===== config.mk =====
export PLATFORM = sky130hd
export DESIGN_NAME = ex_muldiv_flat
export DESIGN_NICKNAME = d
export VERILOG_FILES = /design/src/rtl/ex_muldiv_pkg.sv /design/src/rtl/ex_muldiv_if.sv /design/src/rtl/ex_muldiv_iter.sv /design/src/rtl/ex_muldiv.sv /design/src/flat_wrapper.sv
export SDC_FILE = /design/constraint.sdc
export NUM_CORES = 1
export LEC_CHECK = 0
export CAP_MARGIN = 20
export CORE_ASPECT_RATIO = 0.8
export CORE_MARGIN = 3
export CORE_UTILIZATION = 35
export CTS_CLUSTER_SIZE = 8
export DETAILED_ROUTE_END_ITERATION = 7
export SLEW_MARGIN = 20
export SYNTH_ARGS = -nofsm -noshare
export SYNTH_HDL_FRONTEND = slang
export SYNTH_SLANG_ARGS = --single-unit

===== constraint.sdc =====
create_clock -name clk -period 4.69 [get_ports clk]
set_input_delay 0.469 -clock clk [delete_from_list [all_inputs] [get_ports clk]]
set_output_delay 0.469 -clock clk [all_outputs]
set_load 0.05 [all_outputs]

===== src/rtl/ex_muldiv_pkg.sv =====
// rtl/ex_muldiv_pkg.sv - EX-stage op codes, bus widths and M-op decode shared by the multiply/divide unit
package ex_muldiv_pkg;

    localparam int ALU_OP_W = 8;   // AluOpBus width
    localparam int REG_W    = 32;  // RegBus width

    typedef logic [ALU_OP_W-1:0] alu_op_t;

    localparam logic [REG_W-1:0] ZERO_WORD = '0;

    localparam alu_op_t EX_NOP_OP    = 8'h00;
    localparam alu_op_t EX_ADD_OP    = 8'h01;
    localparam alu_op_t EX_MUL_OP    = 8'h18;
    localparam alu_op_t EX_MULH_OP   = 8'h19;
    localparam alu_op_t EX_MULHSU_OP = 8'h1A;
    localparam alu_op_t EX_MULHU_OP  = 8'h1B;
    localparam alu_op_t EX_DIV_OP    = 8'h1C;
    localparam alu_op_t EX_DIVU_OP   = 8'h1D;
    localparam alu_op_t EX_REM_OP    = 8'h1E;
    localparam alu_op_t EX_REMU_OP   = 8'h1F;

    // Per-op attributes the unit needs at start and at result selection.
    typedef struct packed {
        logic is_m;      // any RV32M op
        logic is_div;    // DIV/DIVU/REM/REMU
        logic mul_hi;    // result is the high product word
        logic want_rem;  // REM/REMU
        logic a_signed;  // rs1 treated as signed
        logic b_signed;  // rs2 treated as signed
    } mdu_dec_t;

    function automatic mdu_dec_t mdu_decode(input alu_op_t op);
        mdu_dec_t d;
        d = '0;
        case (op)
            EX_MUL_OP:    begin d.is_m = 1'b1; d.a_signed = 1'b1; d.b_signed = 1'b1; end
            EX_MULH_OP:   begin d.is_m = 1'b1; d.mul_hi = 1'b1; d.a_signed = 1'b1; d.b_signed = 1'b1; end
            EX_MULHSU_OP: begin d.is_m = 1'b1; d.mul_hi = 1'b1; d.a_signed = 1'b1; end
            EX_MULHU_OP:  begin d.is_m = 1'b1; d.mul_hi = 1'b1; end
            EX_DIV_OP:    begin d.is_m = 1'b1; d.is_div = 1'b1; d.a_signed = 1'b1; d.b_signed = 1'b1; end
            EX_DIVU_OP:   begin d.is_m = 1'b1; d.is_div = 1'b1; end
            EX_REM_OP:    begin d.is_m = 1'b1; d.is_div = 1'b1; d.want_rem = 1'b1; d.a_signed = 1'b1; d.b_signed = 1'b1; end
            EX_REMU_OP:   begin d.is_m = 1'b1; d.is_div = 1'b1; d.want_rem = 1'b1; end
            default:      d = '0;
        endcase
        return d;
    endfunction

endpackage


===== src/rtl/ex_muldiv_if.sv =====
// rtl/ex_muldiv_if.sv - ID/EX operands in, result/valid/stall out for the multiply/divide unit
// master: pipeline side (drives ex_aluop, ex_r1_data, ex_r2_data, flush)
// slave : ex_muldiv (drives mdu_result, mdu_valid, stallreq)
interface ex_muldiv_if #(
    parameter int XLEN = 32
);
    import ex_muldiv_pkg::*;

    alu_op_t          ex_aluop;
    logic [XLEN-1:0]  ex_r1_data;
    logic [XLEN-1:0]  ex_r2_data;
    logic             flush;
    logic [XLEN-1:0]  mdu_result;
    logic             mdu_valid;
    logic             stallreq;

    modport master (
        output ex_aluop, ex_r1_data, ex_r2_data, flush,
        input  mdu_result, mdu_valid, stallreq
    );

    modport slave (
        input  ex_aluop, ex_r1_data, ex_r2_data, flush,
        output mdu_result, mdu_valid, stallreq
    );
endinterface


===== src/rtl/ex_muldiv_iter.sv =====
// rtl/ex_muldiv_iter.sv - mdu_iter_core: accumulator, step counter and one-bit-per-cycle shift-add / restoring shift-subtract
// Ports: clk, rst (sync active-high); load_i latches operand magnitudes and clears acc/counter;
// step_i advances one iteration; is_div_i picks divide vs multiply step; a_i/b_i operand magnitudes;
// acc_next_o value the accumulator takes on this step ({rem,quot} or product); last_o final iteration.
module mdu_iter_core #(
    parameter int XLEN = 32
) (
    input  logic              clk,
    input  logic              rst,
    input  logic              load_i,
    input  logic              step_i,
    input  logic              is_div_i,
    input  logic [XLEN-1:0]   a_i,
    input  logic [XLEN-1:0]   b_i,
    output logic [2*XLEN-1:0] acc_next_o,
    output logic              last_o
);
    localparam int CW = $clog2(XLEN) + 1;

    // a_q is consumed MSB-first: multiplier bits for Horner-style multiply, dividend bits for divide.
    logic [XLEN-1:0]   a_q, a_d;
    logic [XLEN-1:0]   b_q;
    logic [2*XLEN-1:0] acc_q;
    logic [CW-1:0]     cnt_q;

    logic [XLEN:0]     rem_sh;
    logic [XLEN:0]     rem_n;
    logic              ge;
    logic [2*XLEN-1:0] mul_next;
    logic [2*XLEN-1:0] div_next;

    always_comb begin
        // Restoring divide: high half holds the partial remainder, low half collects quotient bits.
        rem_sh   = {acc_q[2*XLEN-1:XLEN], a_q[XLEN-1]};
        ge       = (rem_sh >= {1'b0, b_q});
        rem_n    = ge ? (rem_sh - {1'b0, b_q}) : rem_sh;
        div_next = {rem_n[XLEN-1:0], acc_q[XLEN-2:0], ge};
        mul_next = {acc_q[2*XLEN-2:0], 1'b0}
                 + (a_q[XLEN-1] ? {{XLEN{1'b0}}, b_q} : {2*XLEN{1'b0}});
        acc_next_o = is_div_i ? div_next : mul_next;
        a_d      = {a_q[XLEN-2:0], 1'b0};
    end

    assign last_o = (cnt_q == CW'(XLEN - 1));

    always_ff @(posedge clk) begin
        if (rst) begin
            a_q   <= '0;
            b_q   <= '0;
            acc_q <= '0;
            cnt_q <= '0;
        end else if (load_i) begin
            a_q   <= a_i;
            b_q   <= b_i;
            acc_q <= '0;
            cnt_q <= '0;
        end else if (step_i) begin
            a_q   <= a_d;
            acc_q <= acc_next_o;
            cnt_q <= cnt_q + CW'(1);
        end
    end
endmodule


===== src/rtl/ex_muldiv.sv =====
// rtl/ex_muldiv.sv - iterative RV32M multiply/divide unit in EX: FSM, special cases, sign handling, result register
// Ports: clk, rst (sync active-high); bus (ex_muldiv_if.slave): ex_aluop/ex_r1_data/ex_r2_data/flush in,
// mdu_result/mdu_valid/stallreq out.
// Build option: MDU_FAST_MUL_EN - multiplies use a combinational multiplier and finish in one stall cycle.
module ex_muldiv #(
    parameter int XLEN = 32
) (
    input  logic        clk,
    input  logic        rst,
    ex_muldiv_if.slave  bus
);
    import ex_muldiv_pkg::*;

    typedef enum logic [1:0] {IDLE, BUSY, DONE} state_t;

    state_t            state_q;
    logic              is_div_q, mul_hi_q, want_rem_q;
    logic              q_neg_q;   // product / quotient sign
    logic              r_neg_q;   // remainder follows the dividend
    logic [XLEN-1:0]   result_q;
    logic              valid_q;

    mdu_dec_t          dec;
    logic [XLEN-1:0]   r1, r2;
    logic              a_neg, b_neg;
    logic [XLEN-1:0]   a_mag, b_mag;
    logic              start, div_zero, div_ovf, special;
    logic [XLEN-1:0]   special_res;
    logic              short_path;
    logic [XLEN-1:0]   short_res;
    logic              core_load, core_step, core_last;
    logic [2*XLEN-1:0] acc_next;
    logic [2*XLEN-1:0] prod_s;
    logic [XLEN-1:0]   quot, rem, iter_res;

    assign r1  = bus.ex_r1_data;
    assign r2  = bus.ex_r2_data;
    assign dec = mdu_decode(bus.ex_aluop);

    always_comb begin
        a_neg = dec.a_signed & r1[XLEN-1];
        b_neg = dec.b_signed & r2[XLEN-1];
        a_mag = a_neg ? ({XLEN{1'b0}} - r1) : r1;
        b_mag = b_neg ? ({XLEN{1'b0}} - r2) : r2;

        // Only IDLE may start, so the op still held in ID/EX during DONE cannot retrigger.
        start = (state_q == IDLE) & dec.is_m & ~bus.flush;

        div_zero = dec.is_div & (r2 == {XLEN{1'b0}});
        div_ovf  = dec.is_div & dec.a_signed
                 & (r1 == {1'b1, {(XLEN-1){1'b0}}}) & (r2 == {XLEN{1'b1}});
        special  = div_zero | div_ovf;
        if (div_zero)
            special_res = dec.want_rem ? r1 : {XLEN{1'b1}};
        else
            special_res = dec.want_rem ? {XLEN{1'b0}} : r1;
    end

`ifdef MDU_FAST_MUL_EN
    logic [2*XLEN-1:0] fast_mag, fast_prod;
    always_comb begin
        fast_mag   = {{XLEN{1'b0}}, a_mag} * {{XLEN{1'b0}}, b_mag};
        fast_prod  = (a_neg ^ b_neg) ? ({2*XLEN{1'b0}} - fast_mag) : fast_mag;
        short_path = special | ~dec.is_div;
        short_res  = dec.is_div ? special_res
                   : (dec.mul_hi ? fast_prod[2*XLEN-1:XLEN] : fast_prod[XLEN-1:0]);
    end
`else
    always_comb begin
        short_path = special;
        short_res  = special_res;
    end
`endif

    assign core_load = start & ~short_path;
    assign core_step = (state_q == BUSY) & ~bus.flush;

    mdu_iter_core #(.XLEN(XLEN)) u_core (
        .clk        (clk),
        .rst        (rst),
        .load_i     (core_load),
        .step_i     (core_step),
        .is_div_i   (is_div_q),
        .a_i        (a_mag),
        .b_i        (b_mag),
        .acc_next_o (acc_next),
        .last_o     (core_last)
    );

    // Result selection works on the value the accumulator takes on the final step.
    always_comb begin
        prod_s = q_neg_q ? ({2*XLEN{1'b0}} - acc_next) : acc_next;
        quot   = acc_next[XLEN-1:0];
        rem    = acc_next[2*XLEN-1:XLEN];
        if (is_div_q) begin
            if (want_rem_q)
                iter_res = r_neg_q ? ({XLEN{1'b0}} - rem) : rem;
            else
                iter_res = q_neg_q ? ({XLEN{1'b0}} - quot) : quot;
        end else begin
            iter_res = mul_hi_q ? prod_s[2*XLEN-1:XLEN] : prod_s[XLEN-1:0];
        end
    end

    always_ff @(posedge clk) begin
        if (rst) begin
            state_q    <= IDLE;
            is_div_q   <= 1'b0;
            mul_hi_q   <= 1'b0;
            want_rem_q <= 1'b0;
            q_neg_q    <= 1'b0;
            r_neg_q    <= 1'b0;
            result_q   <= ZERO_WORD[XLEN-1:0];
            valid_q    <= 1'b0;
        end else begin
            valid_q <= 1'b0;
            case (state_q)
                IDLE: begin
                    if (start) begin
                        is_div_q   <= dec.is_div;
                        mul_hi_q   <= dec.mul_hi;
                        want_rem_q <= dec.want_rem;
                        q_neg_q    <= a_neg ^ b_neg;
                        r_neg_q    <= a_neg;
                        if (short_path) begin
                            result_q <= short_res;
                            valid_q  <= 1'b1;
                            state_q  <= DONE;
                        end else begin
                            state_q  <= BUSY;
                        end
                    end
                end
                BUSY: begin
                    if (bus.flush) begin
                        state_q <= IDLE;
                    end else if (core_last) begin
                        result_q <= iter_res;
                        valid_q  <= 1'b1;
                        state_q  <= DONE;
                    end
                end
                DONE:    state_q <= IDLE;
                default: state_q <= IDLE;
            endcase
        end
    end

    assign bus.mdu_result = result_q;
    // A flushed instruction never writes back, even if it reached DONE.
    assign bus.mdu_valid  = valid_q & ~bus.flush;
    assign bus.stallreq   = (start | (state_q == BUSY)) & ~bus.flush;

endmodule


===== src/flat_wrapper.sv =====
// flat-port wrapper written by rule: the top's interface ports become plain ports
module ex_muldiv_flat import ex_muldiv_pkg::*;
#(
    parameter int XLEN = 32
)
  (clk, rst, bus_ex_aluop, bus_ex_r1_data, bus_ex_r2_data, bus_flush, bus_mdu_result, bus_mdu_valid, bus_stallreq);
  ex_muldiv_if #(.XLEN(XLEN)) bus_i ();
  input  logic clk;
  input  logic rst;
  input wire logic [$bits(bus_i.ex_aluop)-1:0] bus_ex_aluop;
  input wire logic [$bits(bus_i.ex_r1_data)-1:0] bus_ex_r1_data;
  input wire logic [$bits(bus_i.ex_r2_data)-1:0] bus_ex_r2_data;
  input wire logic [$bits(bus_i.flush)-1:0] bus_flush;
  output wire logic [$bits(bus_i.mdu_result)-1:0] bus_mdu_result;
  output wire logic [$bits(bus_i.mdu_valid)-1:0] bus_mdu_valid;
  output wire logic [$bits(bus_i.stallreq)-1:0] bus_stallreq;
  assign bus_i.ex_aluop = bus_ex_aluop;
  assign bus_i.ex_r1_data = bus_ex_r1_data;
  assign bus_i.ex_r2_data = bus_ex_r2_data;
  assign bus_i.flush = bus_flush;
  assign bus_mdu_result = bus_i.mdu_result;
  assign bus_mdu_valid = bus_i.mdu_valid;
  assign bus_stallreq = bus_i.stallreq;
  ex_muldiv #(.XLEN(XLEN)) u_core (.clk(clk), .rst(rst), .bus(bus_i));
endmodule

Word-level counts from Yosys, hierarchy flattened
Index checks and enable logic that the tools add are counted.
- register bits after elaboration: 174
- word-level logic and storage cells: 106
- output and inout port bits: 34
- input port bits: 75
- $lt $le $gt $ge: 1
- add/subtract/negate cells: 8
- mux-type cells: 37
- reductions and logical operators: 14
- bitwise gates (word level): 17
- equal/unequal tests: 17
- operator list (kind ; number):
    two-way mux 32 bit ; 18
    two-way mux 64 bit ; 2
    subtractor 1 x 32 -> 32 bit, first input constant ; 4
    adder 64 x 32 -> 64 bit ; 1
    == test 32 bit, second input constant ; 2
    == test 8 x 5 -> 1 bit, second input constant ; 8
    case mux 32 bit (2 select lines) ; 1
    subtractor 1 x 64 -> 64 bit, first input constant ; 1
    greater-or-equal comparator 33 x 32 -> 1 bit ; 1
    zero test 32 bit ; 1
    subtractor 32 bit ; 1
    bitwise AND 1 bit ; 12
    two-way mux 1 bit ; 10
    two-way mux 2 bit ; 4
    OR reduction 4 bit ; 2
    OR reduction 8 bit ; 1
    adder 6 x 1 -> 6 bit, second input constant ; 1
    == test 6 x 5 -> 1 bit, second input constant ; 1
    inequality test 2 x 1 -> 1 bit, second input constant ; 3
    AND reduction 5 bit ; 1
    OR reduction 5 bit ; 1
    case mux 2 bit (2 select lines) ; 1
    AND reduction 2 bit ; 2
    nonzero test 2 bit ; 2
    10 further kinds ; 13

Logic depth before layout (Yosys ltp)
- depth in word-level cells: 10
- gate-level depth with buffers: 24

Hierarchy
Synthesis repeated with hierarchy kept, for this count alone.
- cells, all modules: 2347
- area total of the unflattened synthesis: 16525.8 sq um
- by module, submodules not included (module ; cells an instance ; seq. area each (sq um) ; area each (sq um) ; instances):
    mdu_iter_core ; 1399 ; 2682.6 ; 10332.4 ; 1
    ex_muldiv ; 948 ; 800.8 ; 6193.4 ; 1

Worst setup path before layout
Ideal clock, no wire load.
- path kind: register -> register
- start point: register u_core.u_core.acc_q[53]
- end point: register u_core.result_q[24], in the netlist u_core.bus.mdu_result[24]
- cell stages (with the launch flop): 22
- arrival: 4.927 ns
- setup slack: -0.297 ns
- clock period less this slack: 4.987 ns
- path through: dfxtp_1 ha_1 buf_6 a21oi_1 o21ai_0 a21o_1 o31ai_4 and3_4 buf_6 buf_2 buf_1 o21ai_0 a21o_1 inv_1 ha_1 o21ai_1 a2111o_1 nor4b_4 nand3_1 mux2i_1 a2111oi_0 a22o_1
- longest elaborated chain between the ends: 10
- elaborated cells between the ends (all ways): 17
- RTL lines (item ; line ; RTL):
    start, declared ; ex_muldiv_iter.sv:23 ; logic [2*XLEN-1:0] acc_q;
    start signal, assigned ; ex_muldiv_iter.sv:59 ; acc_q <= acc_next_o;
    subtractor 32 bit / greater-or-equal comparator 33 x 32 -> 1 bit (equally long branches) ; ex_muldiv_iter.sv:36, ex_muldiv_iter.sv:35 ;
    two-way mux 32 bit ; ex_muldiv_iter.sv:36 ; rem_n = ge ? (rem_sh - {1'b0, b_q}) : rem_sh;
    two-way mux 64 bit * ; ex_muldiv_iter.sv:40 ; acc_next_o = is_div_i ? div_next : mul_next;
    subtractor 1 x 64 -> 64 bit / subtractor 1 x 32 -> 32 bit (equally long branches) ; ex_muldiv.sv:92, ex_muldiv.sv:97 ;
    two-way mux 64 bit / two-way mux 32 bit (equally long branches) ; ex_muldiv.sv:92, ex_muldiv.sv:97 ;
    two-way mux 32 bit, on equally long branches ; ex_muldiv.sv:101, ex_muldiv.sv:96 ;
    two-way mux 32 bit * ; ex_muldiv.sv:95 ; if (is_div_q) begin
    two-way mux 32 bit * ; ex_muldiv.sv:137 ; end else if (core_last) begin
    two-way mux 32 bit * ; ex_muldiv.sv:135 ; if (bus.flush) begin
    case mux 32 bit (2 select lines) * ; ex_muldiv.sv:117 ; case (state_q)
    end signal, assigned ; ex_muldiv.sv:113 ; result_q <= ZERO_WORD[XLEN-1:0];
    end signal, assigned ; ex_muldiv.sv:126 ; result_q <= short_res;
    end signal, assigned ; ex_muldiv.sv:138 ; result_q <= iter_res;
    end, declared ; ex_muldiv.sv:20 ; logic [XLEN-1:0] result_q;
Mark *: on every way between the ends. The rest lies on a longest branch, timed or not. The select of a mux whose other input is x is not followed.
A chain may end at the register's enable or synchronous reset.

Worst setup path in the final report
- start point: register u_core.u_core.b_q[13]
- end point: register u_core.result_q[30], in the netlist u_core.bus.mdu_result[30]
- longest elaborated chain between the ends: 10
- elaborated cells between the ends (all ways): 18
- RTL lines (item ; line ; RTL):
    start, declared ; ex_muldiv_iter.sv:22 ; logic [XLEN-1:0] b_q;
    start signal, assigned ; ex_muldiv_iter.sv:54 ; b_q <= b_i;
    two-way mux 32 bit (tied with other cells) ; ex_muldiv_iter.sv:39 ; + (a_q[XLEN-1] ? {{XLEN{1'b0}}, b_q} : {2*XLEN{1'b0}});
    adder 64 x 32 -> 64 bit / two-way mux 32 bit (equally long branches) ; ex_muldiv_iter.sv:39, ex_muldiv_iter.sv:36 ;
    two-way mux 64 bit * ; ex_muldiv_iter.sv:40 ;
    subtractor 1 x 64 -> 64 bit (tied with other cells) ; ex_muldiv.sv:92 ; prod_s = q_neg_q ? ({2*XLEN{1'b0}} - acc_next) : acc_next;
    two-way mux 64 bit (tied with other cells) ; ex_muldiv.sv:92 ;
    two-way mux 32 bit, on equally long branches ; ex_muldiv.sv:101, ex_muldiv.sv:96 ;
    two-way mux 32 bit * ; ex_muldiv.sv:95 ;
    two-way mux 32 bit * ; ex_muldiv.sv:137 ;
    two-way mux 32 bit * ; ex_muldiv.sv:135 ;
    case mux 32 bit (2 select lines) * ; ex_muldiv.sv:117 ;
Marked as above.

==> impl_metrics.toml <==
[drt]
wirelength_microns = 93580
antenna_left = 0
drcViolationCount = 0
vias_per_cell = 6.033
first_iter_violations = 2788
num_vias = 23590
wl_per_cell_microns = 23.93
firstDrtPassIters = 6

[power_and_ir_drop]
ir_drop_uv = 247.4
finalPower_mw = 3.993
p_leak_nw = 11.00
power.density_mw_per_mm2 = 146.6

[critical_path]
critPathLaunchType = "flip-flop"
worstPathRequired_ns = 5.05
ff2ff_path_depth = 21
crit_type = "reg2reg"
critPathMaxFanout = 6
cp.arrival_ns = 5.20
worst_setup_path_end_kind = "flip-flop"

[synth]
yosysSeqAreaShare_pct = 18.85
ys_seq_elements = 174
synth-main-ff-cell = "dfxtp_1"
ys_top_cells_by_area = "dfxtp_1, nor2_1, a21oi_1, nand2_1, ha_1"
synthArstFlopShare_pct = 0
synth_area_sq_mm = 0.01848
synthMostInstantiatedCell = "nor2_1"
synth_top_area_cell = "dfxtp_1"
netlist.area_leader.share_pct = 18.85
synth-edff-count = 0
synth.distinct_cells = 124
synthTopCellsByCount = "nor2_1, nand2_1, a21oi_1, dfxtp_1, o21ai_0"
yosys_warnings = 0
syn_inst = 2598
syn_avg_cell_area_sq_um = 7.114
syn_nets = 2745

[cts]
clock_sinks = 174
cts_tree = "yes"
ctsLongestPathBuffers = 2
hold_buffers = 0
cts-root-buf = "clkbuf_16"
clock_latency_ns = 0.48
clkTransAtPathRegs_ns = 0.09
cts-htree-levels = 4
numCtsBuffers = 17

[layout]
fillers = 4968
antenna_cells = 0
drive_gt1_share_pct = 33.01
syn_to_final_growth_pct = 47.37
nNetsFinal = 3360
finish.utilization_pct = 52.72
final-instance-count-excl-fill = 3910

[timing]
layout_min_cycle_time_ns = 4.840
finalSetupTns_ns = -0.8269
setup_violations = 9
tightest_slew_ns = 1.080
finalHoldViolCount = 0
slew_violations = 0
skew_ns = 0.01800
slew_headroom_pct = 27.24
period_share_pct = 103.2
rsz0062_at_grt = "yes"
fmax_mhz = 206.6
fin_ws_ns = -0.1499

[die]
die_area_sq_mm = 0.05562
die_h_microns = 211.5
io_pins = 109
num_rows = 74
initial_core_util_pct = 35.77
coreArea_sq_mm = 0.05166
die_w_microns = 262.9

[grt]
track_usage_pct = 32.06
overflow = 0
grt_max_degree = 98
grt_pass1_wl_microns = 137300
antenna_found_initial = 3
grt_pass1_vias = 21970

[placed_design]
port_buffers = 108
dpl.cell_count = 3829
dp_slack_ns = -0.9604
hpwl_microns = 73940
gp_congestion = 1.072

[run_status]
status = "finished with violations"
violations = "negative setup slack"

[job]
maxCapViolCount = 0

[hold_path]
hold_depth = 2
hp-class = "reg2reg"
-- power by group --
part           leakage (nW)  internal (mW)  switching (mW)
Clock                 0.309          0.747           0.852
Combinational          9.28          0.401           0.502
Sequential             1.41           1.48         0.00665
Total                  11.0           2.63            1.36
-- layout make-up --
cell class	count	area, sq um	area share, %
Inverter	70	271.5	0.9968
Sequential cell	174	3515	12.90
Timing Repair Buffer	773	6550	24.05
Tap cell	684	855.8	3.142
Clock inverter	15	224.0	0.8223
Multi-Input combinational cell	2177	15400	56.53
Clock buffer	17	425.4	1.562
-- cells in the final DEF, fill, tap and decap left out, types with 54 or more instances in the layout --
cell type and instances:
nand2_1 293, nor2_1 296, a211oi_1 66, nand4_1 54, xor2_1 83, o21ai_0 133, a21oi_1 205, buf_4 610
xnor2_1 80, dfxtp_1 151, clkdlybuf4s50_1 107
-- worst max-delay path, cell delays in order, from the launching register on --
cell        delay (ns)
dfxtp_2           0.37
clkinvlp_4        0.14
buf_12            0.16
ha_4              0.27
and3_4            0.19
nand3_2           0.11
o41a_1            0.49
buf_6             0.15
buf_4             0.16
nand3_4           0.08
mux2i_1           0.19
mux2i_1           0.14
inv_1             0.16
ha_4              0.17
o21ai_4           0.06
a2111o_1          0.51
buf_6             0.18
nor4_4            0.32
nand4b_1          0.29
mux2_4            0.38
a21oi_2           0.11
o211ai_1          0.09
-- flip-flops by register name (all words and copies together) (netlist names) --
name / cells
u_core.bus.mdu_result: 32
u_core.is_div_q: 1
u_core.mul_hi_q: 1
u_core.q_neg_q: 1
u_core.r_neg_q: 1
u_core.state_q: 2
u_core.u_core.a_q: 32
u_core.u_core.acc_q: 64
u_core.u_core.b_q: 32
u_core.u_core.cnt_q: 6
u_core.valid_q: 1
u_core.want_rem_q: 1
-- final timing paths --
check | startpoint | end | slack, ns
max reg2reg | u_core.u_core.b_q[13]$_SDFFE_PP0P_ | u_core.bus.mdu_result[30]$_SDFFE_PP0P_ | -0.15
min reg2reg | u_core.bus.mdu_result[18]$_SDFFE_PP0P_ | u_core.bus.mdu_result[18]$_SDFFE_PP0P_ | 0.46
max | u_core.u_core.b_q[13]$_SDFFE_PP0P_ | u_core.bus.mdu_result[30]$_SDFFE_PP0P_ | -0.15
min | u_core.bus.mdu_result[18]$_SDFFE_PP0P_ | u_core.bus.mdu_result[18]$_SDFFE_PP0P_ | 0.46
-- cells by family (layout without fill, tap and decap cells) --
group / count (synthesis) / after routing / synth area share, %
buffers and inverters: 247 / 875 / 6.235
muxes: 56 / 56 / 3.148
and+or+nand+nor: 1044 / 1044 / 28.03
DFF: 174 / 174 / 18.85
xor gates and xnor gates: 171 / 171 / 8.103
AOI/OAI and AO/OA: 832 / 832 / 30.57
adders and majority gates: 74 / 74 / 5.064
-- timing repair --
item,CTS,global route
buffers inserted,16,34
pin swaps,38,104
gates cloned,0,1
resized for setup,119,233
endpoints found under the setup margin,32,32
-- metal layers --
layer	global-route usage (%)	wire, microns	vias to the layer above
li1	-	-	10830
met3	5.415	8742	176
met1	45.23	40920	11360
met5	0.8446	75	-
met2	49.63	40370	1224
met4	10.55	3469	4
-- stage by stage --
step	instance area (sq um)	hold slack [ns]
after floorplan	18560	0.4319
after global placement	24560	0.4323
after detailed placement	24560	0.4504
after CTS	25880	0.4622
after global routing	27240	0.4827
final	27240	0.4553
No activity file was read; power rests on OpenSTA's default activity.
